File: src/rtl/id_ex_hazard_reg.sv
// ID/EX pipeline register with load-use hazard detection.
// A load in EX whose rd feeds a source of the valid ID instruction makes the
// slot take a bubble for one cycle. PC and IF/ID are held through Stall_o.
// Hold_i freezes everything. Flush_i discards the ID instruction.
module id_ex_hazard_reg #(
  parameter int REG_SIZE = 5,
  parameter int DATA_W   = 32,
  parameter int CNT_W    = 16
) (
  input  logic                clk_i,
  input  logic                rst_n_i,
  input  logic                Hold_i,
  input  logic                Flush_i,
  input  logic                ID_valid_i,
  input  logic                ID_UsesRs1_i,
  input  logic                ID_UsesRs2_i,
  input  logic [REG_SIZE-1:0] ID_Rs1_i,
  input  logic [REG_SIZE-1:0] ID_Rs2_i,
  input  logic [REG_SIZE-1:0] ID_Rd_i,
  input  logic [DATA_W-1:0]   ID_RS1data_i,
  input  logic [DATA_W-1:0]   ID_RS2data_i,
  input  logic [DATA_W-1:0]   ID_Imm_i,
  input  logic [1:0]          ID_ALUOp_i,
  input  logic                ID_ALUSrc_i,
  input  logic [9:0]          ID_Funct_i,
  input  logic                ID_RegWrite_i,
  input  logic                ID_MemtoReg_i,
  input  logic                ID_MemRead_i,
  input  logic                ID_MemWrite_i,
  output logic                EX_valid_o,
  output logic [REG_SIZE-1:0] EX_Rs1_o,
  output logic [REG_SIZE-1:0] EX_Rs2_o,
  output logic [REG_SIZE-1:0] EX_Rd_o,
  output logic [DATA_W-1:0]   EX_RS1data_o,
  output logic [DATA_W-1:0]   EX_RS2data_o,
  output logic [DATA_W-1:0]   EX_Imm_o,
  output logic [1:0]          EX_ALUOp_o,
  output logic                EX_ALUSrc_o,
  output logic [9:0]          EX_Funct_o,
  output logic                EX_RegWrite_o,
  output logic                EX_MemtoReg_o,
  output logic                EX_MemRead_o,
  output logic                EX_MemWrite_o,
  output logic                Stall_o,
  output logic [CNT_W-1:0]    StallCount_o
);

  typedef struct packed {
    logic                valid;
    logic [REG_SIZE-1:0] rs1;
    logic [REG_SIZE-1:0] rs2;
    logic [REG_SIZE-1:0] rd;
    logic [DATA_W-1:0]   rs1_data;
    logic [DATA_W-1:0]   rs2_data;
    logic [DATA_W-1:0]   imm;
    logic [1:0]          alu_op;
    logic                alu_src;
    logic [9:0]          funct;
    logic                reg_write;
    logic                mem_to_reg;
    logic                mem_read;
    logic                mem_write;
  } ex_t;

  localparam logic [CNT_W-1:0] CNT_MAX = '1;

  ex_t              ex_q;
  ex_t              id_slot;
  logic [CNT_W-1:0] cnt_q;
  logic             rs1_hit;
  logic             rs2_hit;
  logic             hazard;

  // Build the incoming slot. A non-valid slot keeps its fields but never
  // writes a register or memory.
  always_comb begin
    id_slot            = '0;
    id_slot.valid      = ID_valid_i;
    id_slot.rs1        = ID_Rs1_i;
    id_slot.rs2        = ID_Rs2_i;
    id_slot.rd         = ID_Rd_i;
    id_slot.rs1_data   = ID_RS1data_i;
    id_slot.rs2_data   = ID_RS2data_i;
    id_slot.imm        = ID_Imm_i;
    id_slot.alu_op     = ID_ALUOp_i;
    id_slot.alu_src    = ID_ALUSrc_i;
    id_slot.funct      = ID_Funct_i;
    id_slot.reg_write  = ID_valid_i & ID_RegWrite_i;
    id_slot.mem_to_reg = ID_valid_i & ID_MemtoReg_i;
    id_slot.mem_read   = ID_valid_i & ID_MemRead_i;
    id_slot.mem_write  = ID_valid_i & ID_MemWrite_i;
  end

  // A load-use hazard comes from the registered load in EX against the live
  // ID sources. x0 never creates a dependency.
  always_comb begin
    rs1_hit = ID_UsesRs1_i & (ex_q.rd == ID_Rs1_i);
    rs2_hit = ID_UsesRs2_i & (ex_q.rd == ID_Rs2_i);
    hazard  = ex_q.valid & ex_q.mem_read & (ex_q.rd != '0) & ID_valid_i
            & (rs1_hit | rs2_hit);
  end

  // Gate with reset so that an asserted Hold_i cannot leak a stall during reset.
  assign Stall_o = rst_n_i & (Hold_i | (hazard & ~Flush_i));

  // EX slot update: hold > flush > hazard bubble > normal load.
  always_ff @(posedge clk_i or negedge rst_n_i) begin
    if (!rst_n_i)     ex_q <= '0;
    else if (Hold_i)  ex_q <= ex_q;
    else if (Flush_i) ex_q <= '0;
    else if (hazard)  ex_q <= '0;
    else              ex_q <= id_slot;
  end

  // Count the bubbles inserted for load-use hazards. The count saturates.
  always_ff @(posedge clk_i or negedge rst_n_i) begin
    if (!rst_n_i)
      cnt_q <= '0;
    else if (!Hold_i && !Flush_i && hazard && (cnt_q != CNT_MAX))
      cnt_q <= cnt_q + 1'b1;
  end

  assign EX_valid_o    = ex_q.valid;
  assign EX_Rs1_o      = ex_q.rs1;
  assign EX_Rs2_o      = ex_q.rs2;
  assign EX_Rd_o       = ex_q.rd;
  assign EX_RS1data_o  = ex_q.rs1_data;
  assign EX_RS2data_o  = ex_q.rs2_data;
  assign EX_Imm_o      = ex_q.imm;
  assign EX_ALUOp_o    = ex_q.alu_op;
  assign EX_ALUSrc_o   = ex_q.alu_src;
  assign EX_Funct_o    = ex_q.funct;
  assign EX_RegWrite_o = ex_q.reg_write;
  assign EX_MemtoReg_o = ex_q.mem_to_reg;
  assign EX_MemRead_o  = ex_q.mem_read;
  assign EX_MemWrite_o = ex_q.mem_write;
  assign StallCount_o  = cnt_q;

endmodule

File: config.mk
export PLATFORM = sky130hd
export DESIGN_NAME = id_ex_hazard_reg
export DESIGN_NICKNAME = d
export VERILOG_FILES = /design/src/rtl/id_ex_hazard_reg.sv
export SDC_FILE = /design/constraint.sdc
export NUM_CORES = 1
export LEC_CHECK = 0
export CAP_MARGIN = 25
export CORE_MARGIN = 3
export CORE_UTILIZATION = 30
export DETAILED_ROUTE_END_ITERATION = 16
export GPL_TIMING_DRIVEN = 0
export PLACE_DENSITY = 0.68
export SLEW_MARGIN = 30
export SYNTH_ARGS = -nofsm -noshare
export SYNTH_HDL_FRONTEND = slang
export SYNTH_SLANG_ARGS = --single-unit
File: constraint.sdc
create_clock -name clk_i -period 1.7 [get_ports clk_i]
set_input_delay 0.255 -clock clk_i [delete_from_list [all_inputs] [get_ports clk_i]]
set_output_delay 0.255 -clock clk_i [all_outputs]
set_load 0.02 [all_outputs]
# Word level (Yosys, flattened, before mapping)

Cells that the tools add are included.

Word-level logic and storage cells: 42
Bits in registers: 145

Add/subtract/negate cells: 1
Reductions and logical operators: 6
Equality and inequality tests: 3
Bitwise logic cells: 15
Mux-type cells: 2

Operators with widths:

| operator                                      | number |
|---|---|
| 2-to-1 mux 129 bit                            | 2 |
| adder 16 x 1 -> 16 bit, second input constant | 1 |
| inequality test 16 bit, second input constant | 1 |
| bitwise AND 1 bit                             | 12 |
| == test 5 bit                                 | 2 |
| nonzero test 5 bit                            | 1 |
| logical AND 1 bit                             | 3 |
| logical NOT 1 bit                             | 2 |
| bitwise OR 1 bit                              | 2 |
| NOT 1 bit                                     | 1 |

# Logic depth before layout (Yosys ltp)

Gate-level depths: netlist of the first run.

Word-level depth: 7
Mapped depth: 7
Depth with buffers taken out: 6

# Least setup slack after synthesis of the first run

OpenSTA, ideal clock, no wires.

Path kind: flip-flop to flip-flop
From: register ex_q, in the netlist EX_Rd_o[0]
To: register cnt_q[1], in the netlist StallCount_o[1]
Arrival: 1.859 ns
Cell stages (with the launch flop): 6
Buffers on the path: 0
Library setup time: 0.125 ns
Setup slack: -0.284 ns
Path through: dfrtp_1 > or4_1 > o21ai_2 > nor2_1 > nand3_1 > mux2_2

Word-level cells in the longest chain between the ends: 6
Elaborated cells on any way between the ends: 11

RTL lines:

| item                                                         | RTL line   | source |
|---|---|---|
| start: declaration                                           | 67         | `ex_t ex_q;` |
| start signal: assignment                                     | 109        | `else if (Hold_i) ex_q <= ex_q;` |
| start signal: assignment                                     | 112        | `else ex_q <= id_slot;` |
| == test 5 bit, or another cell as far along                  | 97         | `rs1_hit = ID_UsesRs1_i & (ex_q.rd == ID_Rs1_i);` |
| bitwise AND 1 bit, on equally long branches                  | 97, 98, 99 |  |
| bitwise OR 1 bit / bitwise AND 1 bit (equally long branches) | 100, 99    |  |
| bitwise AND 1 bit *                                          | 100        | `& (rs1_hit \| rs2_hit);` |
| logical AND 1 bit * (2 in series)                            | 119        | `else if (!Hold_i && !Flush_i && hazard && (cnt_q != CNT_MAX))` |
| end signal: assignment                                       | 120        | `cnt_q <= cnt_q + 1'b1;` |
| end: declaration                                             | 69         | `logic [CNT_W-1:0] cnt_q;` |

Every way passes the cells marked *; elsewhere a longest branch is shown, timed or not.
A chain may end at the register's enable or synchronous reset.

# Final worst setup path of the first run

From: register ex_q, in the netlist EX_Rd_o[0]
To: output port Stall_o

Word-level cells in the longest chain between the ends: 7
Elaborated cells on any way between the ends: 12

RTL lines:

| item                                                         | RTL line   | source |
|---|---|---|
| == test 5 bit, or another cell as far along                  | 97         |  |
| bitwise AND 1 bit, on equally long branches                  | 97, 98, 99 |  |
| bitwise OR 1 bit / bitwise AND 1 bit (equally long branches) | 100, 99    |  |
| bitwise AND 1 bit *                                          | 100        |  |
| bitwise AND 1 bit *                                          | 104        | `assign Stall_o = rst_n_i & (Hold_i \| (hazard & ~Flush_i));` |
| bitwise OR 1 bit *                                           | 104        |  |
| bitwise AND 1 bit *                                          | 104        |  |
| end: declaration                                             | 44         | `output logic Stall_o,` |

Marked as above.

==> results by group, run 1 <==
Run status
  – Status: finished with violations
  – Failing checks: negative hold slack, negative setup slack

Setup path
  – CP startpoint kind: flip-flop
  – Setup CP Type: reg2out
  – Worst-path fanout max: 2
  – WP data required: 1440 ps
  – Critical path arrival: roughly 1900 ps
  – CP Capture Type: primary output

Floorplanning
  – Core box area: 18,100 um^2
  – Die height: 142 um
  – Die ar.: roughly 20,000 um^2
  – Count of boundary I/O pins: approximately 280
  – Starting Density: 0.308
  – Die width: 142 um
  – Cell row count: 49

Yosys
  – Synth area leaders: dfrtp_1, a22o_1, xnor2_1, buf_8, nand4_1
  – Top cells by count, synth: dfrtp_1, a22o_1, xnor2_1
  – Synth Area in Simple Gates: 0.0501
  – Post-synthesis compound-gate area fraction: 0.209
  – Fraction of synthesis flops using an asynchronous set or reset pin: 1.00
  – Post-synthesis instance total: 387
  – EDFF count, synth: 0
  – Synthesized flop and latch total: 145
  – Yosys top cell area share: 0.652
  – Synth unique cells: 30
  – Mapped Area: roughly 5600 um^2
  – Fraction of the mapped netlist area in adder cells: 0.00225
  – Synth area leader: dfrtp_1
  – Ys flop type: dfrtp_1
  – Register area share after synthesis: 0.652
  – Avg Cell Area, Syn: 14.4 um^2
  – Largest family of logic cells by synthesized area: compound AO/OA/AOI/OAI gates
  – Multiplexer share of the synthesized area: 0.00405
  – Yosys warnings: 0
  – Cell with the most instances after synthesis: dfrtp_1
  – Syn_nets: 523
  – Post-synthesis xor/xnor area fraction: 0.0378

Timing
  – Post-Route Skew: 12.6 ps
  – Final setup vio count: ~150
  – Fmax: 461 MHz
  – Crit share post-route: 1.28
  – Fin. max-slew vios: 0
  – Fin worst setup slack: -471 ps
  – Slew @ Worst Pin: 762 ps
  – Min Clock Period, post-route: 2170 ps
  – Relative slew slack: 0.492
  – Hold slack final: -225 ps
  – TNS Setup: -50,940 ps
  – RSZ-0062 raised after global routing: yes
  – Final Hold Fails: 71

Route
  – Vias: 4,798
  – First-pass DRT Iterations: 4
  – Post-DRT Antenna Nets: 0
  – Vias per cell: 4.95
  – DRT iter0 DRCs: roughly 130
  – Final WL: 19.8 mm
  – Remaining DRCs: 0
  – DR WL/cell: 20.4 um

Place
  – IO Port Bufs: 279
  – DP HPWL: 13.4 mm
  – Setup slack at placement: -983 ps
  – Placed insts: 896
  – Routability cong.: ~0.85

Layout
  – Syn-to-layout area delta: 81.7%
  – Post-route insts no fill: roughly 970
  – Antenna cells: 0
  – Fillers: 1,465
  – Final net count: 863
  – Layout cell share with drive strength beyond 1: 0.157
  – Layout Utilization: 0.559

Pwr
  – Pwr/cell area: between 900 and 1000 nW/um^2
  – Net Sw Frac: 0.268
  – Clock share of power: 0.391
  – Cell Int Power: about 7 mW
  – Reg power frac: 0.412
  – Sw power: 2.49 mW
  – Leakage: 4.94 nW
  – Peak supply drop: 0.657 mV
  – Combinational power share: 0.197

Hold path
  – Hold crit path type: in2async

Global routing
  – Largest net degree at the start of global routing: 76
  – Total GRT Usage: 0.182
  – Initial antenna violation count: 0
  – First-pass GRT wire length: 28.6 mm
  – Number of global-route vias before repair: 5,005
  – Gr ovfl total: 0

Clock network
  – Reg clk slew, reported paths: approximately 60 ps
  – Root buffer cell: clkbuf_16
  – Later-pin clock latency in the skew report: 420 ps
  – Clock sink total: around 150
  – Max clock buf depth: 2
  – # H-tree levels: 4
  – CTS tree: built
  – CTS buffer count: 17

Job
  – Max-cap violations: 0
[cell type report]
| type | instances | area (um^2) | share of cell area |
|---|---|---|---|
| clock buffer | 19 | 453 | 0.0448 |
| clock inverter | 13 | 128 | 0.0126 |
| tap | 229 | 287 | 0.0283 |
| inverter | 1 | 6.26 | 0.000619 |
| multi-input combinational | 211 | 1820 | 0.180 |
| buffer | 29 | 290 | 0.0287 |
| sequential | 145 | 3630 | 0.359 |
| timing repair buffer | 322 | 3500 | 0.346 |
[metrics by stage]
step           power, mW  area (um^2)
2_1_floorplan       4.55         5590
3_3_place_gp        5.55         8670
3_5_place_dp        5.58         8710
4_1_cts             9.32         9540
5_1_grt             9.73        10100
6_report            9.32        10100
[sequential cells by signal, indices dropped and copies added, names as in the netlist]
name	flops
EX_Imm_o	32
EX_RS1data_o	32
EX_RS2data_o	32
StallCount_o	16
EX_Funct_o	10
EX_Rd_o	5
EX_Rs1_o	5
EX_Rs2_o	5
EX_ALUOp_o	2
EX_ALUSrc_o	1
EX_MemRead_o	1
EX_MemWrite_o	1
EX_MemtoReg_o	1
EX_RegWrite_o	1
EX_valid_o	1
[logic make-up (layout without fill, tap and decap cells)]
logic type | after synthesis | after routing
and+or+nand+nor | 51 | 51
xor gates and xnor gates | 24 | 24
adders and majority gates | 1 | 1
muxes | 2 | 2
DFF | 145 | 145
AOI/OAI and AO/OA | 133 | 133
buffers and inverters | 31 | 384
[cells in the final DEF, fill, tap and decap left out, types with 4 or more instances in the layout]
| master | n |
|---|---|
| dlygate4sd2_1 | 29 |
| clkdlybuf4s50_1 | 216 |
| a32o_1 | 4 |
| a22o_1 | 125 |
| nor2_1 | 6 |
| dfrtp_2 | 5 |
| clkbuf_1 | 15 |
| buf_6 | 8 |
| nand2_1 | 8 |
| buf_8 | 13 |
| dfrtp_1 | 140 |
| clkbuf_16 | 32 |
| dlymetal6s2s_1 | 30 |
| xnor2_1 | 21 |
| nand4_1 | 13 |
| buf_4 | 17 |
| nand3_1 | 7 |
| clkinv_4 | 5 |
[per-layer routing]
metal  part of all wire  vias to the layer above  track usage
li1                   -                     2163            -
met1               0.41                     2357        0.228
met2               0.49                      245        0.296
met3              0.083                       33       0.0662
met4              0.023                        0       0.0571
met5                  0                        -            0
[power groups by stage]
stage	logic (mW)	clock network, mW	registers [mW]
after floorplan	0.379	0	4.17
after global placement	1.65	0	3.90
after detailed placement	1.68	0	3.91
after CTS	1.75	3.73	3.84
after global routing	1.94	3.92	3.87
final	1.84	3.64	3.84
[final timing paths]
| check | start | endpoint | slack [ps] | cells after the start |
|---|---|---|---|---|
| min | rst_n_i | EX_Imm_o[8] | -230 | 1 |
| min reg2reg | EX_MemtoReg_o | EX_MemtoReg_o | 500 | 1 |
| max | EX_Rd_o[0] | Stall_o | -470 | 6 |
| max reg2reg | EX_Rd_o[0] | EX_Imm_o[25] | -450 | 9 |
| max in group asynchronous | rst_n_i | EX_Rd_o[1] | 1160 | 2 |
| min in group clk_i | ID_valid_i | EX_valid_o | 360 | 2 |
[repair_timing]
action | 4_1_cts | 5_1_grt
endpoints found under the setup margin | 176 | 178
pin swaps | 9 | 12
resized for setup | 65 | 47
gates cloned | 1 | 14
hold endpoints to repair | 71 | 71
buffers inserted | 13 | 15
[worst max-delay path, cell delays in order (launching register included)]
cell     delay, ps
dfrtp_2        420
or4_4          530
o21ai_4        160
nor2_1          50
a21oi_1        150
nor2b_2         60
buf_6          130
Power figures use the tool's default switching activity.
==> run 2, diff against run 1 <==
--- a/config.mk
+++ b/config.mk
@@ -6,11 +6,11 @@
 export NUM_CORES = 1
 export LEC_CHECK = 0
 export CAP_MARGIN = 25
-export CORE_MARGIN = 3
-export CORE_UTILIZATION = 30
+export CORE_MARGIN = 8
+export CORE_UTILIZATION = 36
 export DETAILED_ROUTE_END_ITERATION = 16
 export GPL_TIMING_DRIVEN = 0
-export PLACE_DENSITY = 0.68
+export PLACE_DENSITY = 0.79
 export SLEW_MARGIN = 30
 export SYNTH_ARGS = -nofsm -noshare
 export SYNTH_HDL_FRONTEND = slang
==> run 2 against run 1 <==
Net effect:
- register-to-register slack about the same
- clock power increased by 7.4%
- the flow still finishes with violations (negative hold slack, negative setup slack)
- power increased by 1.8%
- critical path depth increased by 3
- routed wire length decreased by 1.0%
- sequential share of layout area increased by 1.5 points
==> results by group, run 2 (same netlist as run 1, synthesis figures left out) <==
Timing
  – Min Clock Period, post-route: approximately 2200 ps
  – Final Hold Fails: 66
  – Fmax: 463 MHz
  – Relative slew slack: 0.480
  – Hold slack final: -219 ps
  – Fin. max-slew vios: 0
  – Crit share post-route: 1.27
  – Slew @ Worst Pin: 780 ps
  – RSZ-0062 raised after global routing: yes
  – Fin worst setup slack: -462 ps
  – Post-Route Skew: 8.36 ps
  – Final setup vio count: approximately 150

Layout
  – Antenna cells: 0
  – Register area: 3630 um^2
  – Layout Utilization: 0.641
  – Syn-to-layout area delta: 74.5%
  – Post-route insts no fill: 910
  – Final net count: about 850
  – Fillers: about 1,100
  – Most common cell after layout, fill and taps aside: clkdlybuf4s50_1
  – Layout cell share with drive strength beyond 1: 0.139
  – Multi-input logic area: between 1500 and 2000 um^2
  – Commonest non-fill, non-tap cells in the layout: clkdlybuf4s50_1, dfrtp_1, a22o_1
  – Fin area: 9710 um^2

Setup path
  – FF-to-FF Start: EX_Rd_o[0]
  – Worst-path fanout max: 10
  – CP Capture Type: flip-flop
  – CP startpoint kind: flip-flop
  – Critical path arrival: approximately 2500 ps
  – WP data required: 2040 ps
  – Setup CP Type: reg2reg
  – Worst reg2reg setup slack: -460 ps
  – RR Endpoint: EX_RS2data_o[15]
  – R2R depth: 9
  – Critical path origin: EX_Rd_o[0]

Clock network
  – Clock sink total: 145
  – Root buffer cell: clkbuf_16
  – Max clock buf depth: 2
  – CTS buffer count: 17
  – # H-tree levels: 4
  – Later-pin clock latency in the skew report: between 400 and 500 ps
  – Reg clk slew, reported paths: 60 ps
  – CTS tree: built

Pwr
  – Cell Int Power: 7.12 mW
  – Peak supply drop: 0.663 mV
  – Sw power: ~2.4 mW
  – Combinational power share: 0.183
  – Leakage: 4.72 nW
  – Net Sw Frac: 0.249
  – Pwr/cell area: 977 nW/um^2
  – Clock share of power: 0.412
  – Reg power frac: 0.404

Floorplanning
  – Count of boundary I/O pins: 281
  – Core box area: around 15,000 um^2
  – Die height: 140 um
  – Die ar.: 19,700 um^2
  – Die width: 140 um
  – Cell row count: 45
  – Starting Density: 0.367

Global routing
  – Gr ovfl total: 0
  – Initial antenna violation count: 0
  – Largest net degree at the start of global routing: 80
  – Number of global-route vias before repair: about 5,300
  – Total GRT Usage: 0.196
  – First-pass GRT wire length: a little over 30 mm

Route
  – Post-DRT Antenna Nets: 0
  – DRT iter0 DRCs: roughly 250
  – Remaining DRCs: 0
  – DR WL/cell: 21.5 um
  – First-pass DRT Iterations: 6
  – Vias: 4,723
  – Vias per cell: 5.19
  – Final WL: 19.6 mm

Run status
  – Failing checks: negative hold slack, negative setup slack
  – Status: finished with violations

Place
  – IO Port Bufs: 279
  – DP HPWL: about 15 mm
  – Routability cong.: 0.836
  – Placed insts: 855
  – Placed instance area: ~8700 um^2

Hold path
  – Hold crit path type: in2async

Job
  – Max-cap violations: 0
run 2: repair_timing:
| item | CTS | global route |
|---|---|---|
| endpoints found under the hold margin | 66 | 66 |
| buffers inserted | 14 | 9 |
| gates resized for setup | 56 | 45 |
| cloned | 1 | 1 |
| pin swaps | 12 | 16 |
| setup endpoints to repair | 174 | 174 |
run 2: worst max-delay path: stages, from the launching register on:
cell and delay (ps):
dfrtp_2 410, or4_4 540, o21ai_4 160, buf_4 190, inv_2 60, a21oi_4 170, buf_4 140, buf_12 130
buf_8 130, a22o_1 150
run 2: power by group through the flow:
stage	combinational [mW]	sequential (mW)	clock, mW
5_1_grt	1.85	3.86	4.14
6_report	1.74	3.84	3.91
3_5_place_dp	1.69	3.90	0
4_1_cts	1.75	3.84	3.98
3_3_place_gp	1.66	3.89	0
2_1_floorplan	0.379	4.17	0
run 2: cell type report:
class,count,share of cell area
multi-input cells,211,0.190
inverters,1,0.000387
flip-flops and latches,145,0.374
repair buffers,305,0.321
clock inverters,10,0.0166
well taps,188,0.0242
clock buffers,21,0.0464
plain buffers,29,0.0268
run 2: stage by stage:
step | setup TNS [ps] | setup slack, ps | total power [mW]
5_1_grt | -66830 | -534 | 9.85
2_1_floorplan | -29850 | -246 | 4.55
6_report | -56420 | -462 | 9.48
3_5_place_dp | -89880 | -956 | 5.60
4_1_cts | -54570 | -529 | 9.57
3_3_place_gp | -825420 | -5600 | 5.55
run 2: worst max path at each step:
| stage | to | slack, ps |
|---|---|---|
| floorplan | EX_Rd_o[3] | -250 |
| global placement | EX_Rd_o[0] | -5600 |
| detailed placement | Stall_o | -960 |
| CTS | Stall_o | -530 |
| global route | EX_Imm_o[11] | -530 |
| finish | EX_RS2data_o[15] | -460 |
run 2: layer usage:
layer  GRT usage  part of all wire  up-vias
li1            -                 -     2134
met1       0.220              0.39     2354
met2       0.331              0.49      209
met3      0.0720             0.094       26
met4      0.0766             0.021        0
met5           0                 0        -
